`src/rtl/reorder_in_arb.sv`:
```
// Round-robin packet arbiter with sequential packet-ID allocation and credit throttling for the reorder buffer.
// Optional protocol checking (SOP inside a locked packet, spurious retire) is enabled by REORDER_ARB_ERR_EN.
module reorder_in_arb #(
  parameter int NUM_SRC    = 4,
  parameter int PKT_NUM    = 16,
  parameter int DATA_WIDTH = 1
) (
  input  logic                          clk,
  input  logic                          rst,
  input  logic [NUM_SRC-1:0]            src_vld,
  input  logic [NUM_SRC-1:0]            src_sop,
  input  logic [NUM_SRC-1:0]            src_eop,
  input  logic [NUM_SRC*DATA_WIDTH-1:0] src_data,
  output logic [NUM_SRC-1:0]            src_rdy,
  input  logic                          retire_vld,
  output logic                          vld_out,
  output logic                          SOP_out,
  output logic                          EOP_out,
  output logic [DATA_WIDTH-1:0]         data_out,
  output logic [$clog2(PKT_NUM)-1:0]    pkt_id_out,
  output logic [$clog2(PKT_NUM):0]      credits,
  output logic                          err_out
);
  localparam int SW = $clog2(NUM_SRC);
  localparam int IW = $clog2(PKT_NUM);
  localparam int CW = IW + 1;

  typedef enum logic [0:0] {IDLE = 1'b0, LOCK = 1'b1} state_t;

  state_t          state_r;
  logic [SW-1:0]   lock_src_r;
  logic [SW-1:0]   rr_ptr_r;
  logic [IW-1:0]   next_id_r;
  logic [IW-1:0]   cur_id_r;
  logic [CW-1:0]   outstanding_r;
  logic            gap_r;

  logic [NUM_SRC-1:0]    elig_s;
  logic                  grant_vld_s;
  logic [SW-1:0]         grant_idx_s;
  logic [SW-1:0]         sel_src_s;
  logic                  accept_s;
  logic                  sel_sop_s;
  logic                  sel_eop_s;
  logic [DATA_WIDTH-1:0] sel_data_s;
  logic                  proto_err_s;
  logic                  retire_err_s;
  logic                  pkt_end_s;
  logic                  ret_s;
  int                    idx_s;

  // Cyclic first-eligible search starting at rr_ptr; gap_r holds off arbitration for one cycle after a locked packet ends.
  always_comb begin
    grant_vld_s = 1'b0;
    grant_idx_s = '0;
    idx_s       = 0;
    elig_s      = src_vld & src_sop &
                  {NUM_SRC{(state_r == IDLE) && !gap_r && (outstanding_r < CW'(PKT_NUM))}};
    for (int k = 0; k < NUM_SRC; k++) begin
      idx_s = int'(rr_ptr_r) + k;
      if (idx_s >= NUM_SRC) begin
        idx_s = idx_s - NUM_SRC;
      end else begin
        idx_s = idx_s;
      end
      if (!grant_vld_s && elig_s[idx_s]) begin
        grant_vld_s = 1'b1;
        grant_idx_s = SW'(idx_s);
      end else begin
        grant_vld_s = grant_vld_s;
      end
    end
  end

  // Ready generation and selection of the beat being forwarded this cycle.
  always_comb begin
    src_rdy   = '0;
    sel_src_s = grant_idx_s;
    case (state_r)
      IDLE: begin
        if (grant_vld_s) begin
          src_rdy[grant_idx_s] = 1'b1;
        end else begin
          src_rdy = '0;
        end
      end
      LOCK: begin
        sel_src_s           = lock_src_r;
        src_rdy[lock_src_r] = 1'b1;
      end
      default: src_rdy = '0;
    endcase
    accept_s   = src_vld[sel_src_s] & src_rdy[sel_src_s];
    sel_sop_s  = src_sop[sel_src_s];
    sel_eop_s  = src_eop[sel_src_s];
    sel_data_s = src_data[int'(sel_src_s)*DATA_WIDTH +: DATA_WIDTH];
  end

`ifdef REORDER_ARB_ERR_EN
  assign proto_err_s  = (state_r == LOCK) && accept_s && sel_sop_s;
  assign retire_err_s = retire_vld && (outstanding_r == '0);
`else
  assign proto_err_s  = 1'b0;
  assign retire_err_s = 1'b0;
`endif

  assign pkt_end_s = accept_s && (sel_eop_s || proto_err_s);
  assign ret_s     = retire_vld && (outstanding_r != '0);
  assign credits   = CW'(PKT_NUM) - outstanding_r;

  // Arbitration FSM, ID allocation, outstanding accounting and registered beat outputs.
  always_ff @(posedge clk or posedge rst) begin
    if (rst) begin
      state_r       <= IDLE;
      lock_src_r    <= '0;
      rr_ptr_r      <= '0;
      next_id_r     <= '0;
      cur_id_r      <= '0;
      outstanding_r <= '0;
      gap_r         <= 1'b0;
      vld_out       <= 1'b0;
      SOP_out       <= 1'b0;
      EOP_out       <= 1'b0;
      data_out      <= '0;
      pkt_id_out    <= '0;
      err_out       <= 1'b0;
    end else begin
      vld_out    <= accept_s;
      SOP_out    <= accept_s && (state_r == IDLE);
      EOP_out    <= pkt_end_s;
      data_out   <= accept_s ? sel_data_s : '0;
      pkt_id_out <= !accept_s ? '0 : ((state_r == IDLE) ? next_id_r : cur_id_r);
      err_out    <= err_out | proto_err_s | retire_err_s;
      gap_r      <= 1'b0;
      case (state_r)
        IDLE: begin
          if (grant_vld_s) begin
            cur_id_r  <= next_id_r;
            next_id_r <= next_id_r + 1'b1;
            rr_ptr_r  <= (grant_idx_s == SW'(NUM_SRC-1)) ? '0 : grant_idx_s + 1'b1;
            if (!sel_eop_s) begin
              state_r    <= LOCK;
              lock_src_r <= grant_idx_s;
            end
          end
        end
        LOCK: begin
          if (pkt_end_s) begin
            state_r <= IDLE;
            gap_r   <= 1'b1;
          end
        end
        default: state_r <= IDLE;
      endcase
      if (grant_vld_s && !ret_s) begin
        outstanding_r <= outstanding_r + CW'(1);
      end else if (!grant_vld_s && ret_s) begin
        outstanding_r <= outstanding_r - CW'(1);
      end
    end
  end
endmodule

```
`config.mk`:
```
export PLATFORM = sky130hd
export DESIGN_NAME = reorder_in_arb
export DESIGN_NICKNAME = d
export VERILOG_FILES = /design/src/rtl/reorder_in_arb.sv
export SDC_FILE = /design/constraint.sdc
export NUM_CORES = 1
export LEC_CHECK = 0
export ABC_AREA = 1
export BUFFER_PORTS_ARGS = -buffer_cell sky130_fd_sc_hd__buf_2
export CAP_MARGIN = 20
export CORE_MARGIN = 8
export CORE_UTILIZATION = 45
export DETAILED_ROUTE_END_ITERATION = 12
export GPL_TIMING_DRIVEN = 0
export PLACE_DENSITY_LB_ADDON = 0.1
export SYNTH_ARGS = -nofsm -noshare
export SYNTH_HDL_FRONTEND = slang
export SYNTH_SLANG_ARGS = --single-unit
```
`constraint.sdc`:
```
create_clock -name clk -period 6.6 [get_ports clk]
set_clock_uncertainty 0.1 [all_clocks]
set_input_delay 0.66 -clock clk [delete_from_list [all_inputs] [get_ports clk]]
set_output_delay 0.66 -clock clk [all_outputs]
set_load 0.01 [all_outputs]
```
==> impl_results.md, run 1 <==
* Status: completed
* Antenna cells at 0
* Synthesized Nets at 289
* Worst Path Arrival at 3.22 ns
* Highest routed layer: met4
* CTS tree: built
* DP HPWL at 3220 um
* Final Cycle Share at 0.603
* CTS sink cnt at 27
* Global-route wire length before repair at 6880 um
* Finished Core Util at 0.539
* Core ar. at between 0.004 and 0.005 mm^2
* Routed vias at 1657
* Clk Latency, worst-skew pair at between 0.2 and 0.3 ns
* Met1 wire length at 1870 um
* Pre-antenna DRT Iters at 4
* Grt ovf at 0
* Global placer's final weighted congestion at 0.766
* Total CTS buffers at 3
* WL met2 at 1920 um
* CP Launch Type: register
* Max-cap viol count at 0
* Final hold violations at 0
* #FFs+latches synth at 27
* Post-cts repair resize count at 0
* Cells after Synth at around 260
* Die Area at 0.00692 mm^2
* Largest net degree at the start of global routing at 28
* Clock tree buffer depth at 2
* Post-layout min period at 3.98 ns
* Post-synthesis cell type count at 31
* DP Cell Count at between 300 and 400
* DRC viols at 0
* # IOs at 37
* Leading cell type in the layout, fill and taps excluded: nand2_1
* PortBufs at 35
* Wirelength, routed at 3930 um
* CTS H-tree depth at 1
* Max FO, Critical Path at 10
* GRT Util Overall at 0.113
* Metal3 WL at 128 um
* Initial DRC count at 37
* Height of the die at 83.2 um
* Layout cells sized above 1 at 0.296
* Wire length per cell at 11.3 um
* Antenna violation net count after detailed routing at 0
* Endpoints failing setup at 0
* Most frequent cells in the layout: nand2_1 (57), inv_1 (37), buf_2 (35)
* Post-Syn Area at roughly 0.002 mm^2
* Layout area overhead at 15.4%
* CP Data Required Time at 5.84 ns
* DR vias/cell at 4.75
* TNS Setup at 0 ns
* RSZ-0062 raised after global routing: no
* Register area share after synthesis at 0.333
* Clock root cell: clkbuf_8
* YS warnings at 0
* Initial antenna violation count at 0
* # Post-CTS Setup Buffers at 0
* Slew Viols, Final at 0
* Min-delay worst type: input port to asynchronous set/reset pin
* CP endpoint kind: output port
* # hold bufs at CTS at 0
* Initial Util at 0.467
* Avg Inst Size Synth at approximately 7.9 um^2
* Critical path type: register to output port
* Final Instance Count excl. Fillers at ~350
* Clock slew at the register clock pins of the worst setup and hold paths at 0.08 ns
* Vias in the first global route at 1559
* Cell row count at 24
* Maximum clock frequency at approximately 250 MHz
* # nets final at 330
* Die Span X at 83.2 um
## critical path, stage by stage, from the launching register on
cell and delay [ns]:
dfrtp_1 0.47, inv_2 0.07, ha_1 0.23, nand2_1 0.08
nor2_1 0.06, ha_1 0.23, nor3_4 0.37, nand4_1 0.22
nand2_1 0.14, nand2_1 0.07, nand2_2 0.08, nand2_2 0.05
nand2_2 0.07, nand2_1 0.10, nand2_1 0.16, inv_1 0.10
ha_1 0.20, nand2_1 0.09, nand2_1 0.05, buf_2 0.13
## per-layer routing
layer,GRT usage,vias to the layer above
li1,-,896
met1,0.149,743
met2,0.185,16
met3,0.0303,2
met4,0.0144,0
met5,0,-
## cell families after synthesis
group,share of synthesized area
simple gates,0.370
fa+ha+maj,0.0837
compound gates,0.0708
other cells,0.00185
flops,0.333
buf+inv,0.111
xor+xnor,0.0302
## area by class of cell
cell class / instances / area (um^2)
repair buffers: 36 / 203
well taps: 52 / 65.1
flip-flops and latches: 27 / 676
clock buffers: 4 / 45.0
plain buffers: 8 / 71.3
fillers: 431 / 2010
multi-input cells: 181 / 1130
inverters: 41 / 154
## registers in the layout, summed over array words and instances, names as in the netlist
signal,count
SOP_out,1
state_r,1
cur_id_r,4
next_id_r,4
gap_r,1
pkt_id_out,4
rr_ptr_r,2
lock_src_r,2
outstanding_r,5
data_out,1
vld_out,1
EOP_out,1
## stage by stage
stage	hold WS (ns)	cell area, um^2	worst slack [ns]
after global placement	0.358	2270	2.82
final	0.185	2340	2.62
after global routing	0.181	2340	2.29
after CTS	0.373	2320	2.60
after floorplan	0.342	2030	3.19
after detailed placement	0.360	2270	2.79
## cells in the mapped netlist (all sizes together)
cell type	n	share of area
conb	1	0.0018
fa	1	0.0099
a21oi	7	0.019
buf	7	0.033
inv	41	0.076
nand3	24	0.091
clkbuf	1	0.0018
o211ai	2	0.0074
a21boi	2	0.0074
or2	2	0.0062
nor3	2	0.010
dfrtp	27	0.33
nand2	74	0.17
o21ai	15	0.037
xor2	4	0.017
xnor2	3	0.013
ha	12	0.074
nand4	12	0.044
nor2	20	0.046
## path summary, 6_finish.rpt
check | start | end | slack, ns | cells past startpoint
setup / recovery | outstanding_r[0] | src_rdy[0] | 2.62 | 19
hold / removal | rst | outstanding_r[0] | 0.18 | 2
setup reg to reg | outstanding_r[0] | outstanding_r[4] | 2.77 | 21
hold reg to reg | next_id_r[3] | next_id_r[3] | 0.37 | 1
max in group asynchronous | rst | pkt_id_out[3] | 5.83 | 3
min in group clk | next_id_r[3] | next_id_r[3] | 0.37 | 1
Power of run 1 is left out: the tool's default activity adds up to more than one toggle a clock period on the data nets, which glitch-free logic cannot reach.
==> inputs of run 2 (changes only) <==
ABC_AREA = 0   (was 1)
clock period = 3.7 ns   (was 6.6 ns; I/O delays follow)
==> run 2 against run 1 <==
Net effect: worst hold slack better by 0.10 ns; utilization up 2.9 points; clock-buffer cell count down 1.
==> impl_results.md, run 2 <==
* Most frequent cells in the layout: buf_2 (35), dfrtp_1 (25), nand2_1 (25)
* R2r setup slk at 0.15 ns
* R2r endpoint: outstanding_r[4]
* Clock slew at the register clock pins of the worst setup and hold paths at 0.10 ns
* Max-cap viol count at 0
* Setup WS post-layout at 0.153 ns
* Die Span X at 77.8 um
* Cells after Synth at 168
* Reg2reg start: outstanding_r[0]
* YS warnings at 0
* Footprint of the multi-input gates at 977 um^2
* Hold WS at 0.289 ns
* Final hold violations at 0
* Slew headroom at 0.616
* CP endpoint: outstanding_r[4]
* Worst vdd ir at 0.000340 V
* Most common cell in the netlist: dfrtp_1
* # nets final at 244
* CTS H-tree depth at 1
* Commonest cells post-synth: dfrtp_1 (27), nand2_1 (25), ha_1 (12)
* Endpoints failing setup at 0
* Layout cells sized above 1 at 0.318
* Largest net degree at the start of global routing at 28
* Largest reg by FF count: outstanding_r
* Clock tree buffer depth at 2
* Core ar. at ~0.0037 mm^2
* RSZ-0062 raised after global routing: no
* Leak at a little over 1 nW
* Routed vias at approximately 1300
* Reg area at 678 um^2
* Cell row count at 22
* Synth Area in XOR/XNOR at 0.0510
* DRC viols at 0
* CP Launch Type: register
* Synth top area cells: dfrtp_1 (39%), ha_1 (8.7%), nand2_1 (5.5%)
* PortBufs at 35
* Grt ovf at 0
* Max FFs per register at 5
* Die Area at just over 0.006 mm^2
* EDFF count, synth at 0
* Largest family of logic cells by synthesized area: simple AND/OR/NAND/NOR gates
* Power Total at between 1.5 and 2 mW
* Clock root cell: clkbuf_8
* Initial Util at 0.469
* Slowest cell delay on critical path at about 0.43 ns
* Register area share after synthesis at 0.393
* Antenna violation net count after detailed routing at 0
* Wire length per cell at 13.6 um
* Post-Synth Simple-Gate Area at 0.163
* Post-synth top area share at 0.393
* GRT Util Overall at 0.120
* Final Cycle Share at 0.959
* #FFs+latches synth at 27
* Most frequent CP cell: ha_1
* Vias in the first global route at 1347
* Post-synthesis cell type count at 45
* Status: completed
* Post-layout min period at roughly 3.5 ns
* Leading cell type in the layout, fill and taps excluded: buf_2
* Post-Place Worst Slack at -0.317 ns
* CTS sink cnt at 27
* Antenna cells at 0
* Maximum clock frequency at ~280 MHz
* P per Cell Area at 819 mW/mm^2
* Initial DRC count at 54
* Total CTS buffers at 3
* Worst-margin pin slew at 0.576 ns
* Synth Area in Adders at 0.0991
* Worst Path Arrival at 3.61 ns
* Max FO, Critical Path at 10
* Clk Latency, worst-skew pair at about 0.28 ns
* Setup crit start: outstanding_r[0]
* DR vias/cell at 4.97
* Global-route wire length before repair at 6090 um
* Pre-antenna DRT Iters at 4
* Global placer's final weighted congestion at 0.801
* Initial antenna violation count at 0
* Worst-path cell chain: inv_1 -> ha_1 -> nor3b_1 -> ha_1 -> or3_4 -> nor2_4 -> o21ai_4 -> inv_4 -> buf_6 -> ha_1 -> inv_1 -> fa_1 -> a21o_1 -> a21oi_1 -> xnor2_1 -> nor2_1 -> xnor2_1
* Post-synthesis mux area share at 0.0859
* Synth area leader: dfrtp_1
* Ys async rst share at 1.00
* Ys flop type: dfrtp_1
* Avg Inst Size Synth at 10.2 um^2
* Min-delay worst type: input port to register
* Synth Area in Compound Gates at 0.162
* Finished Core Util at 0.568
* CP max stage cell: or3_4
* Synthesized Nets at 200
* # IOs at 37
* CP Data Required Time at 3.77 ns
* Slew Viols, Final at 0
* Fillers at 324
* Critical path type: register to register
* Post-Syn Area at 0.00172 mm^2
* Layout area overhead at 21.0%
* DP HPWL at 2760 um
* FF-to-FF path depth at 17
* CP endpoint kind: register
* Wirelength, routed at 3520 um
* Height of the die at around 78 um
* CTS tree: built
* Hold path depth at 3
==> run 2: worst max-delay path: cells and delay by family (launching register included) <==
| kind | cells | cell delay (ns) |
|---|---|---|
| buffers and inverters | 4 | 0.40 |
| DFF | 1 | 0.38 |
| and+or+nand+nor | 4 | 0.80 |
| AOI/OAI and AO/OA | 3 | 0.49 |
| adders and majority gates | 4 | 1.02 |
| xor gates and xnor gates | 2 | 0.26 |
==> run 2: how the worst min path moves through the flow <==
| stage | from | endpoint | slack (ns) |
|---|---|---|---|
| floorplan | rst | EOP_out | 0.32 |
| global placement | cur_id_r[1] | cur_id_r[1] | 0.36 |
| detailed placement | cur_id_r[1] | cur_id_r[1] | 0.37 |
| CTS | rst | vld_out | 0.24 |
| global route | src_eop[2] | lock_src_r[1] | 0.30 |
| finish | src_eop[3] | lock_src_r[1] | 0.29 |
==> run 2: layer usage <==
metal  GRT usage  share of wire
met5           0              0
met4      0.0321         0.0082
met3      0.0346          0.039
met2       0.211           0.53
met1       0.139           0.42
==> run 2: cells by family (layout without fill, tap and decap cells) <==
logic type                 count (synthesis)  count (layout)
DFF                                       27              27
adders and majority gates                 13              13
xor gates and xnor gates                  10              10
and+or+nand+nor                           56              56
muxes                                     13              13
other                                      1               1
buffers and inverters                     18              61
AOI/OAI and AO/OA                         30              30
==> run 2: cell type report <==
class	instances	area share
Multi-Input combinational cell	123	0.470
Sequential cell	27	0.326
Timing Repair Buffer	39	0.110
Tap cell	48	0.0289
Inverter	13	0.0247
Clock buffer	3	0.0199
Buffer	5	0.0163
Clock inverter	1	0.00421
==> run 2: what timing repair did <==
| item | in CTS | in global routing |
|---|---|---|
| buffers inserted | 2 | 0 |
| cloned | 0 | 0 |
| resized for setup | 5 | 3 |
| setup endpoints to repair | 2 | 1 |
| hold buffers | 0 | 1 |
| endpoints found under the hold margin | 0 | 7 |
==> run 2: per-stage QoR <==
step | setup TNS, ns | cells | cell area (um^2)
final | 0 | 259 | 2080
after global routing | 0 | 259 | 2080
after CTS | 0 | 257 | 2030
after detailed placement | -0.416 | 251 | 1950
after global placement | -0.378 | 251 | 1950
after floorplan | 0 | 168 | 1720
==> run 2: where the power goes <==
| part | internal, mW | switching (mW) |
|---|---|---|
| sequential | 0.419 | 0.0932 |
| clock | 0.0791 | 0.0968 |
| combinational | 0.467 | 0.546 |
(Power assumes the default switching activity.)
==> inputs of run 3 (changes only) <==
CORE_MARGIN = 2   (was 8)
SKIP_CTS_REPAIR_TIMING = 1   (was default)
==> run 3 against run 2 <==
Net effect: cell area up 3.0%; routed wire length increased by 2.5%; non-clock buffer count up 7; sequential share of layout area down 0.94 points; first-iteration DRC count fell by 22%; power is 4.8% higher.
==> impl_results.md, run 3 (synthesis results as in run 2) <==
* Most frequent cells in the layout: buf_2 (35), dfrtp_1 (25), nand2_1 (25)
* Buf+Inv Stages, Crit Path at 4
* Worst vdd ir at ~0.00040 V
* CP Launch Type: register
* Fillers at 332
* Cell row count at 22
* Layout cells sized above 1 at 0.358
* CTS tree: built
* DR vias/cell at 5.09
* PortBufs at 35
* Pre-antenna DRT Iters at 4
* Hold WS at a little under 0.3 ns
* Slew headroom at 0.626
* Wirelength, routed at 3610 um
* Min-delay worst type: input port to register
* CP Data Required Time at 3.76 ns
* CP max stage cell: dfrtp_2
* Clock slew at the register clock pins of the worst setup and hold paths at 0.10 ns
* Antenna violation net count after detailed routing at 0
* Max-cap viol count at 0
* Initial Util at 0.469
* Core ar. at about 0.0037 mm^2
* Worst-margin pin slew at 0.559 ns
* Global placer's final weighted congestion at 0.797
* Worst-path cell chain: inv_1 -> ha_1 -> nor3b_1 -> ha_1 -> or3_4 -> nor2_4 -> o21ai_4 -> inv_4 -> buf_6 -> ha_2 -> inv_2 -> fa_2 -> a21o_1 -> a21oi_2 -> xnor2_1 -> nor2_1 -> xnor2_1
* FF-to-FF path depth at 17
* Post-layout min period at 3.52 ns
* Crit-path leading delay family: adder cells
* Initial DRC count at 42
* Leading cell type in the layout, fill and taps excluded: buf_2
* Endpoints failing setup at 0
* CTS H-tree depth at 1
* P per Cell Area at 833 mW/mm^2
* Grt ovf at 0
* CP Depth at 17
* DP HPWL at 2750 um
* Antenna cells at 0
* # IOs at 37
* Die Span X at 65.8 um
* Finished Core Util at 0.584
* Routed vias at 1353
* Leak at 1.07 nW
* Layout area overhead at 24.5%
* Hold Startpoint: src_eop[3]
* Slowest cell delay on critical path at 0.44 ns
* Critical path type: register to register
* Largest net degree at the start of global routing at 28
* Final Cycle Share at 0.952
* DRC viols at 0
* Wire length per cell at ~14 um
* Vias in the first global route at 1369
* CTS sink cnt at 27
* Final hold violations at 0
* Die Area at 0.00433 mm^2
* Initial antenna violation count at 0
* CP endpoint kind: register
* Worst Path Arrival at 3.58 ns
* Max FFs per register at 5
* Largest reg by FF count: outstanding_r
* Slew Viols, Final at 0
* # nets final at approximately 250
* Clock tree buffer depth at 2
* R2r endpoint: outstanding_r[4]
* Height of the die at 65.8 um
* Maximum clock frequency at 284 MHz
* Clk Latency, worst-skew pair at 0.27 ns
* Max FO, Critical Path at 10
* Total CTS buffers at 3
* R2r setup slk at 0.18 ns
* Setup crit start: outstanding_r[0]
* Global-route wire length before repair at 6160 um
* Status: completed
* Reg2reg start: outstanding_r[0]
* Clock root cell: clkbuf_8
* GRT Util Overall at 0.183
* CP endpoint: outstanding_r[4]
## run 3: cell count changes in the layout (fill, tap and decap cells not counted), sizes merged
cell | previous run | this run
buf | 41 | 48
## run 3: per-stage QoR
step                worst slack (ns)  area [um^2]  total power [mW]  std cells  setup TNS (ns)
detailed placement            -0.399         1950              1.50        251          -0.643
global placement              -0.304         1950              1.45        251          -0.379
global route                 -0.0149         2140              1.96        266         -0.0149
floorplan                     0.0616         1720              1.25        168               0
finish                         0.179         2140              1.78        266               0
CTS                           -0.413         2000              1.68        255          -0.714
## run 3: worst min-delay path, cell delays in order
cell	delay, ns
buf_2	0.09
mux2_2	0.13
o21ai_1	0.05
## run 3: layout make-up
type                            instances  area, um^2  share of cell area
Sequential cell                        27         678               0.317
Inverter                               13        51.3              0.0240
Multi-Input combinational cell        123         986               0.461
Timing Repair Buffer                   46         280               0.131
Clock inverter                          1        8.76             0.00409
Clock buffer                            3        41.3              0.0193
Tap cell                               48        60.1              0.0281
Buffer                                  5        33.8              0.0158
## run 3: worst min-delay path by stage
stage               cells after the start       endpoint  slack, ns
floorplan                               1        EOP_out       0.32
finish                                  3  lock_src_r[1]       0.29
detailed placement                      2    cur_id_r[3]       0.37
global route                            3  lock_src_r[1]       0.30
global placement                        2    cur_id_r[1]       0.36
CTS                                     2        vld_out       0.25
## run 3: routing by layer
layer,track usage,vias to the layer above,share of wire
li1,-,677,-
met1,0.237,657,0.42
met2,0.327,17,0.55
met3,0.0273,2,0.027
met4,0.0286,0,0.0050
met5,0,-,0
## run 3: power breakdown
part | internal, mW | switching [mW]
logic | 0.518 | 0.566
registers | 0.419 | 0.106
clock network | 0.0789 | 0.0949
total | 1.02 | 0.766
